`src/rtl/gb_timer.sv`:
```
// DMG timer block: DIV/TIMA/TMA/TAC registers on the CPU bus, with the
// falling-edge tick detector (including write-induced glitch ticks) and the
// overflow -> reload -> interrupt sequence. One clk is one CPU M-cycle.
module gb_timer #(
    parameter logic [15:0] BASE_ADDR = 16'hFF04
) (
    input  logic        clk,
    input  logic        reset,
    input  logic [15:0] addr_i,
    input  logic [7:0]  wdata_i,
    input  logic        wr_en_i,
    output logic [7:0]  rdata_o,
    output logic        sel_o,
    output logic        irq_o
);

    typedef enum logic [1:0] {
        IDLE   = 2'd0,
        OVF    = 2'd1,
        RELOAD = 2'd2
    } state_t;

    state_t      state;
    state_t      state_nxt;
    logic [13:0] sys_cnt;
    logic [7:0]  tima;
    logic [7:0]  tima_nxt;
    logic [7:0]  tma;
    logic [2:0]  tac;
    logic        prev_sig;
    logic        sig;
    logic        tick;
    logic        irq_nxt;
    logic [15:0] offset;
    logic        wr_div;
    logic        wr_tima;
    logic        wr_tma;
    logic        wr_tac;

    // Pick the system-counter bit whose falling edge clocks TIMA.
    function automatic logic tap_bit(input logic [13:0] cnt, input logic [1:0] sel);
        logic b;
        case (sel)
            2'b00:   b = cnt[7];
            2'b01:   b = cnt[1];
            2'b10:   b = cnt[3];
            default: b = cnt[5];
        endcase
        return b;
    endfunction

    // Address decode: the offset from DIV selects one of four registers.
    assign offset  = addr_i - BASE_ADDR;
    assign sel_o   = (offset[15:2] == 14'd0);
    assign wr_div  = wr_en_i & sel_o & (offset[1:0] == 2'd0);
    assign wr_tima = wr_en_i & sel_o & (offset[1:0] == 2'd1);
    assign wr_tma  = wr_en_i & sel_o & (offset[1:0] == 2'd2);
    assign wr_tac  = wr_en_i & sel_o & (offset[1:0] == 2'd3);

    // Tick is a falling edge of the gated tap; a DIV reset or a TAC change
    // that drops the signal also counts, reproducing the DMG glitch.
    assign sig  = tac[2] & tap_bit(sys_cnt, tac[1:0]);
    assign tick = prev_sig & ~sig;

    // Combinational read mux; unmapped addresses float high.
    always_comb begin
        rdata_o = 8'hFF;
        if (sel_o) begin
            case (offset[1:0])
                2'd0:    rdata_o = sys_cnt[13:6];
                2'd1:    rdata_o = tima;
                2'd2:    rdata_o = tma;
                default: rdata_o = {5'b11111, tac};
            endcase
        end
    end

    // Next-state and TIMA/IRQ decisions for the overflow sequencer.
    always_comb begin
        state_nxt = state;
        tima_nxt  = tima;
        irq_nxt   = 1'b0;
        case (state)
            IDLE: begin
                if (wr_tima) begin
                    tima_nxt = wdata_i;
                end else if (tick) begin
                    tima_nxt = tima + 8'd1;
                    if (tima == 8'hFF) state_nxt = OVF;
                end
            end
            OVF: begin
                // A CPU write to TIMA in the overflow cycle cancels the reload.
                if (wr_tima) begin
                    tima_nxt  = wdata_i;
                    state_nxt = IDLE;
                end else begin
                    tima_nxt  = tma;
                    irq_nxt   = 1'b1;
                    state_nxt = RELOAD;
                end
            end
            RELOAD: begin
                // TIMA writes are dropped here; a TMA write lands in both.
                state_nxt = IDLE;
                if (wr_tma) begin
                    tima_nxt = wdata_i;
                end else if (tick) begin
                    tima_nxt = tima + 8'd1;
                    if (tima == 8'hFF) state_nxt = OVF;
                end
            end
            default: begin
                state_nxt = IDLE;
            end
        endcase
    end

    // FSM state register.
    always_ff @(posedge clk or negedge reset) begin
        if (!reset) begin
            state <= IDLE;
        end else begin
            state <= state_nxt;
        end
    end

    // Counter, timer registers, edge history and registered interrupt pulse.
    always_ff @(posedge clk or negedge reset) begin
        if (!reset) begin
            sys_cnt  <= '0;
            tima     <= '0;
            tma      <= '0;
            tac      <= '0;
            prev_sig <= 1'b0;
            irq_o    <= 1'b0;
        end else begin
            sys_cnt  <= wr_div ? 14'd0 : sys_cnt + 14'd1;
            tima     <= tima_nxt;
            prev_sig <= sig;
            irq_o    <= irq_nxt;
            if (wr_tma) tma <= wdata_i;
            if (wr_tac) tac <= wdata_i[2:0];
        end
    end

endmodule

```
`config.mk`:
```
export PLATFORM = sky130hd
export DESIGN_NAME = gb_timer
export DESIGN_NICKNAME = d
export VERILOG_FILES = /design/src/rtl/gb_timer.sv
export SDC_FILE = /design/constraint.sdc
export NUM_CORES = 1
export LEC_CHECK = 0
export ABC_AREA = 1
export BUFFER_PORTS_ARGS = -buffer_cell sky130_fd_sc_hd__buf_2
export CAP_MARGIN = 20
export CORE_MARGIN = 2
export CORE_UTILIZATION = 58
export DETAILED_ROUTE_END_ITERATION = 6
export PLACE_DENSITY_LB_ADDON = 0.1
export SLEW_MARGIN = 10
export SYNTH_ARGS = -nofsm -noshare
export SYNTH_HDL_FRONTEND = slang
export SYNTH_SLANG_ARGS = --single-unit
```
`constraint.sdc`:
```
create_clock -name clk -period 2 [get_ports clk]
set_clock_uncertainty 0.1 [all_clocks]
set_input_delay 0.4 -clock clk [delete_from_list [all_inputs] [get_ports clk]]
set_output_delay 0.4 -clock clk [all_outputs]
set_load 0.02 [all_outputs]
```
# Word level (Yosys, flattened, before mapping)
# Cells that the tools add are included.
# word_totals
ff_bits	37
word_cells	54
output_inout_bits	10
in_bits	27
# classes
n_bitwise	8
reduce_logical	6
n_mux	19
eq_ne	11
add_sub_neg	3
# ops
cell	count
$pmux W8 S3	2
$mux W8	5
$sub A16 B16 Y16 const B	1
$add A14 B1 Y14 const B	1
$logic_not A14 Y1	1
$mux W14	1
$add A8 B1 Y8 const B	1
$eq A2 B2 Y1 const B	4
$eq A8 B8 Y1 const B	1
$mux W2	4
$and A1 B1 Y1	7
$eq A2 B1 Y1 const B	3
$logic_not A2 Y1	3
$ne A2 B2 Y1 const B	3
$pmux W2 S3	1
$mux W1	5
$pmux W1 S3	1
$reduce_and A3 Y1	1
$reduce_bool A3 Y1	1
$not A1 Y1	1

# Depth between registers and ports, before layout
# depth
depth_word	8
ltp_mapped	14
ltp_nobuf	14

# Worst setup path after synthesis
# OpenSTA, ideal clock, no wires.
# synth_timing
path_kind	input -> output
start	input addr_i[2]
end	output rdata_o[1]
stages	7
slack_ps	58
path_buffers	0
required_ps	1500
arrival_ps	1442
path_cell_list	nor2_2 -> nor2_1 -> nand2_1 -> nand2_1 -> nand3_1 -> clkinv_1 -> o211ai_1
# synth_via
elab_chain_len	3
# synth_rtl
element	line_no	rtl
start, declared	9	input logic [15:0] addr_i,
$sub A16 B16 Y16	53	assign offset = addr_i - BASE_ADDR;
$logic_not A14 Y1	54	assign sel_o = (offset[15:2] == 14'd0);
via sel_o	13	output logic sel_o,
$mux W8	68	if (sel_o) begin
end, declared	12	output logic [7:0] rdata_o,
# The timed path passes the listed nets, and every way through them passes these cells.

# Final worst setup path
# layout_timing
start	register tima[1]
end	output rdata_o[1]
# layout_via
elab_chain_len	2
# layout_rtl
element	line_no	rtl
start, declared	26	logic [7:0] tima;
start signal, assigned	139	tima <= tima_nxt;
$pmux W8 S3	69	case (offset[1:0])
$mux W8	68	
# Every way passes these cells.

==> results.rst <==
.. list-table::
   :header-rows: 1

   * - Metric
     - Value
   * - Vias
     - 2,813
   * - Top Ports
     - 37
   * - Final net count
     - 505
   * - Area leader, netlist
     - sky130_fd_sc_hd__dfrtp_1
   * - DRT Wirelength
     - 7100 um
   * - Worst-path cell chain
     - buf_4 > a221oi_4 > o211ai_1 > buf_2
   * - Pwr dens
     - 1030 nW/um^2
   * - Crit path DAT
     - 1.47 ns
   * - Fraction of synthesized cell area taken by the top area cell type
     - 33.6%
   * - Effective utilization at floorplan
     - 59.1%
   * - Required time of the critical path
     - 1.50 ns
   * - Sum of negative setup slack
     - 0 ns
   * - Worst voltage drop across the vdd grid
     - 0.000738 V
   * - Via count of the first global-routing pass
     - 2,646
   * - Share of the core filled with cells in the final layout
     - 71.7%
   * - Layout overhead on the synthesized area
     - 21.3%
   * - Count of warnings emitted by yosys
     - 0
   * - Syn Inst Count
     - 419
   * - Worst hold path class
     - input port to flop
   * - Crit end category
     - output port
   * - Transition at the pin with the smallest max-transition slack
     - 0.514 ns
   * - Post-layout minimum cycle time
     - 1.97 ns
   * - Netlist area before placement
     - 2760 sq um
   * - Worst Hold Path EP
     - tma[5]$_DFFE_PN0P_
   * - Top area cells in the synthesized netlist
     - sky130_fd_sc_hd__dfrtp_1 34%, sky130_fd_sc_hd__nand2_1 19%, sky130_fd_sc_hd__nor2_1 8.4%
   * - Number of sinks on the clock net
     - 37
   * - Buffers and inverters on the worst path
     - 2
   * - First-pass iteration count of the detailed router
     - 5
   * - Result of the run
     - finished, final reports clean
   * - Max H-tree Level
     - 2
   * - CP Launch Type
     - flop
   * - Share of synthesized flip-flops with an asynchronous set or reset
     - 100%
   * - DPL Wire Length
     - 5270 um
   * - Global-route wire length before repair
     - 11,600 um
   * - Placer congestion estimate
     - 0.909
   * - Initial antenna violation count
     - 0
   * - Cell Count, Final, Fillers Out
     - 526
   * - Final setup vio count
     - 0
   * - Peak Freq
     - 0.507 GHz
   * - Largest net degree at the start of global routing
     - 21
   * - Headroom to the max-slew limit
     - 65.7%
   * - Minimum setup slack among reg-to-reg paths
     - 0.17 ns
   * - Top cells by instance count after synthesis
     - 141 x sky130_fd_sc_hd__nand2_1, 62 x sky130_fd_sc_hd__nor2_1, 46 x sky130_fd_sc_hd__inv_1
   * - Leakage power
     - 1.69 nW
   * - Most repeated cell in the gate-level netlist after synthesis
     - sky130_fd_sc_hd__nand2_1
   * - Min-Delay Startpoint
     - wdata_i[5]
   * - Maximum cell stage delay along the critical path
     - 0.43 ns
   * - Kind of cell adding the most delay to the critical path
     - flip-flops
   * - Number of different library cells in the post-synthesis netlist
     - 39
   * - Number of core rows
     - 25
   * - Total global routing track utilization
     - 27.9%
   * - Area enclosed by the die boundary
     - 5320 sq um
   * - DRC
     - 0
   * - Path type of the worst setup path
     - flop to output port
   * - Root Buffer Master
     - sky130_fd_sc_hd__clkbuf_8
   * - Via density per instance
     - 5.35
   * - CTS tree
     - built
   * - Cell depth of the worst min-delay path
     - 3
   * - Top_reg_cell synth
     - sky130_fd_sc_hd__dfrtp_1
   * - Synthesized Nets
     - 453
   * - Post-detailed-route count of antenna-violating nets
     - 0
   * - Ant diodes
     - 0
   * - End of the worst register-to-register path
     - sys_cnt[12]$_DFF_PN0_
   * - Average wire length per cell after detail routing
     - 13.5 um
   * - Syn Area/Cell
     - 6.58 sq um
   * - Max Transition Viols Final
     - 0
   * - Worst-path fanout max
     - 3
   * - Number of cells in the design after placement
     - 515
   * - R2R cell count
     - 11
   * - Die width
     - 72.9 um
   * - Part of the Yosys area used for sequential elements
     - 33.6%
   * - Flops & latches, synth
     - 37
   * - IO Port Bufs
     - 36
   * - Slowest stage cell, crit path
     - sky130_fd_sc_hd__dfrtp_1
   * - Later-pin clock latency in the skew report
     - 0.29 ns
   * - Final worst-path cycle share
     - 98.6%
   * - Number of synthesized flops with an enable pin
     - 0
   * - Clock transition at the registers of the reported paths
     - 0.08 ns
   * - Share of final-layout standard cells stronger than drive strength 1
     - 21.4%
   * - Buffer depth of the longest clock path
     - 2
   * - Total clock buffers created by CTS
     - 5
   * - Placeable core area
     - 4660 sq um
   * - RSZ-0062 raised after global routing
     - true
   * - Global-route congestion overflow total
     - 0
   * - Violation count after the first detailed-routing iteration
     - 164
   * - Count of max-cap constraint violations
     - 0
   * - Die height
     - 72.9 um
   * - Number of hold violations in the final report
     - 0
   * - Launching point of the worst reg2reg path
     - sys_cnt[0]$_DFF_PN0_
## stage by stage
step / power [mW] / worst slack, ns / hold WS [ns] / area (sq um)
4_1_cts: 3.40 / 0.0306 / 0.257 / 3220
2_1_floorplan: 2.35 / 0.0584 / 0.00441 / 2760
3_5_place_dp: 2.80 / -0.0269 / 0.237 / 3100
5_1_grt: 3.79 / -0.0362 / 0.288 / 3340
3_3_place_gp: 2.76 / 0.0122 / 0.238 / 3100
6_report: 3.45 / 0.0280 / 0.260 / 3340
## routing by layer
metal | wire, um | GRT usage (%)
met5 | 0 | 0
met4 | 240 | 11.3
met3 | 412 | 4.70
met2 | 3450 | 48.8
met1 | 2990 | 33.9
## area by class of cell
type                            instances  area [sq um]
Clock buffer                            7          96.3
Clock inverter                          1          5.00
Fill cell                             400          1320
Inverter                               50           190
Multi-Input combinational cell        321          1660
Sequential cell                        37           928
Tap cell                               54          67.6
Timing Repair Buffer                   55           383
Timing Repair inverter                  1          7.51
## state kept, by name, indices dropped and copies added (netlist names)
register	flops
tma	8
tac	3
tima	8
irq_o	1
state	2
sys_cnt	14
prev_sig	1
## tightest hold or removal path, delay by kind of cell
kind,cells,cell delay [ns]
AND/OR/NAND/NOR,2,0.14
buffers and inverters,1,0.09
## power by group
group          switching, mW  internal, mW
logic                   1.10         0.625
clock network          0.272         0.312
registers              0.201         0.944
total                   1.57          1.88
## kinds of logic (layout without fill, tap and decap cells)
kind of cell	count (synthesis)	in the layout	share of synthesized area [%]
mux	1	1	0.409
simple gates	263	263	42.2
flops	37	37	33.6
fa+ha+maj	7	7	3.18
compound gates	47	47	10.4
xor+xnor	3	3	0.954
buf+inv	61	114	9.31
## cell usage in the layout, fill, tap and decap left out, drive strengths merged
cell type and instances:
dfrtp 37, buf 54, dlygate4sd3 1, mux2 1
a221oi 1, nor2 72, nand2 144, o21ai 25
clkinv 1, o22ai 2, xor2 2, nand4 5
nor4 1, nor3 6, nand3 32, a21oi 8
o21a 2, o211ai 2, a31oi 1, inv 50
o21bai 1, clkinvlp 1, clkbuf 7, o2111ai 5
nor3b 3, ha 7, xnor2 1
## how the worst max path moves through the flow
| stage | start | to | slack, ns | cells past startpoint |
|---|---|---|---|---|
| CTS | tima[1]$_DFFE_PN0P_ | rdata_o[1] | 0.03 | 4 |
| detailed placement | addr_i[2] | rdata_o[0] | -0.03 | 9 |
| floorplan | addr_i[2] | rdata_o[1] | 0.06 | 7 |
| finish | tima[1]$_DFFE_PN0P_ | rdata_o[1] | 0.03 | 4 |
| global route | addr_i[0] | rdata_o[0] | -0.04 | 8 |
| global placement | addr_i[2] | rdata_o[1] | 0.01 | 9 |
## what timing repair did
action                                  4_1_cts  5_1_grt
endpoints found under the hold margin        14        0
cloned                                        0        1
hold buffers                                  1        0
buffers inserted                              0        1
pin swaps                                     0        6
gates resized for setup                       3       25
endpoints found under the setup margin        7       13
(Power assumes the default switching activity.)
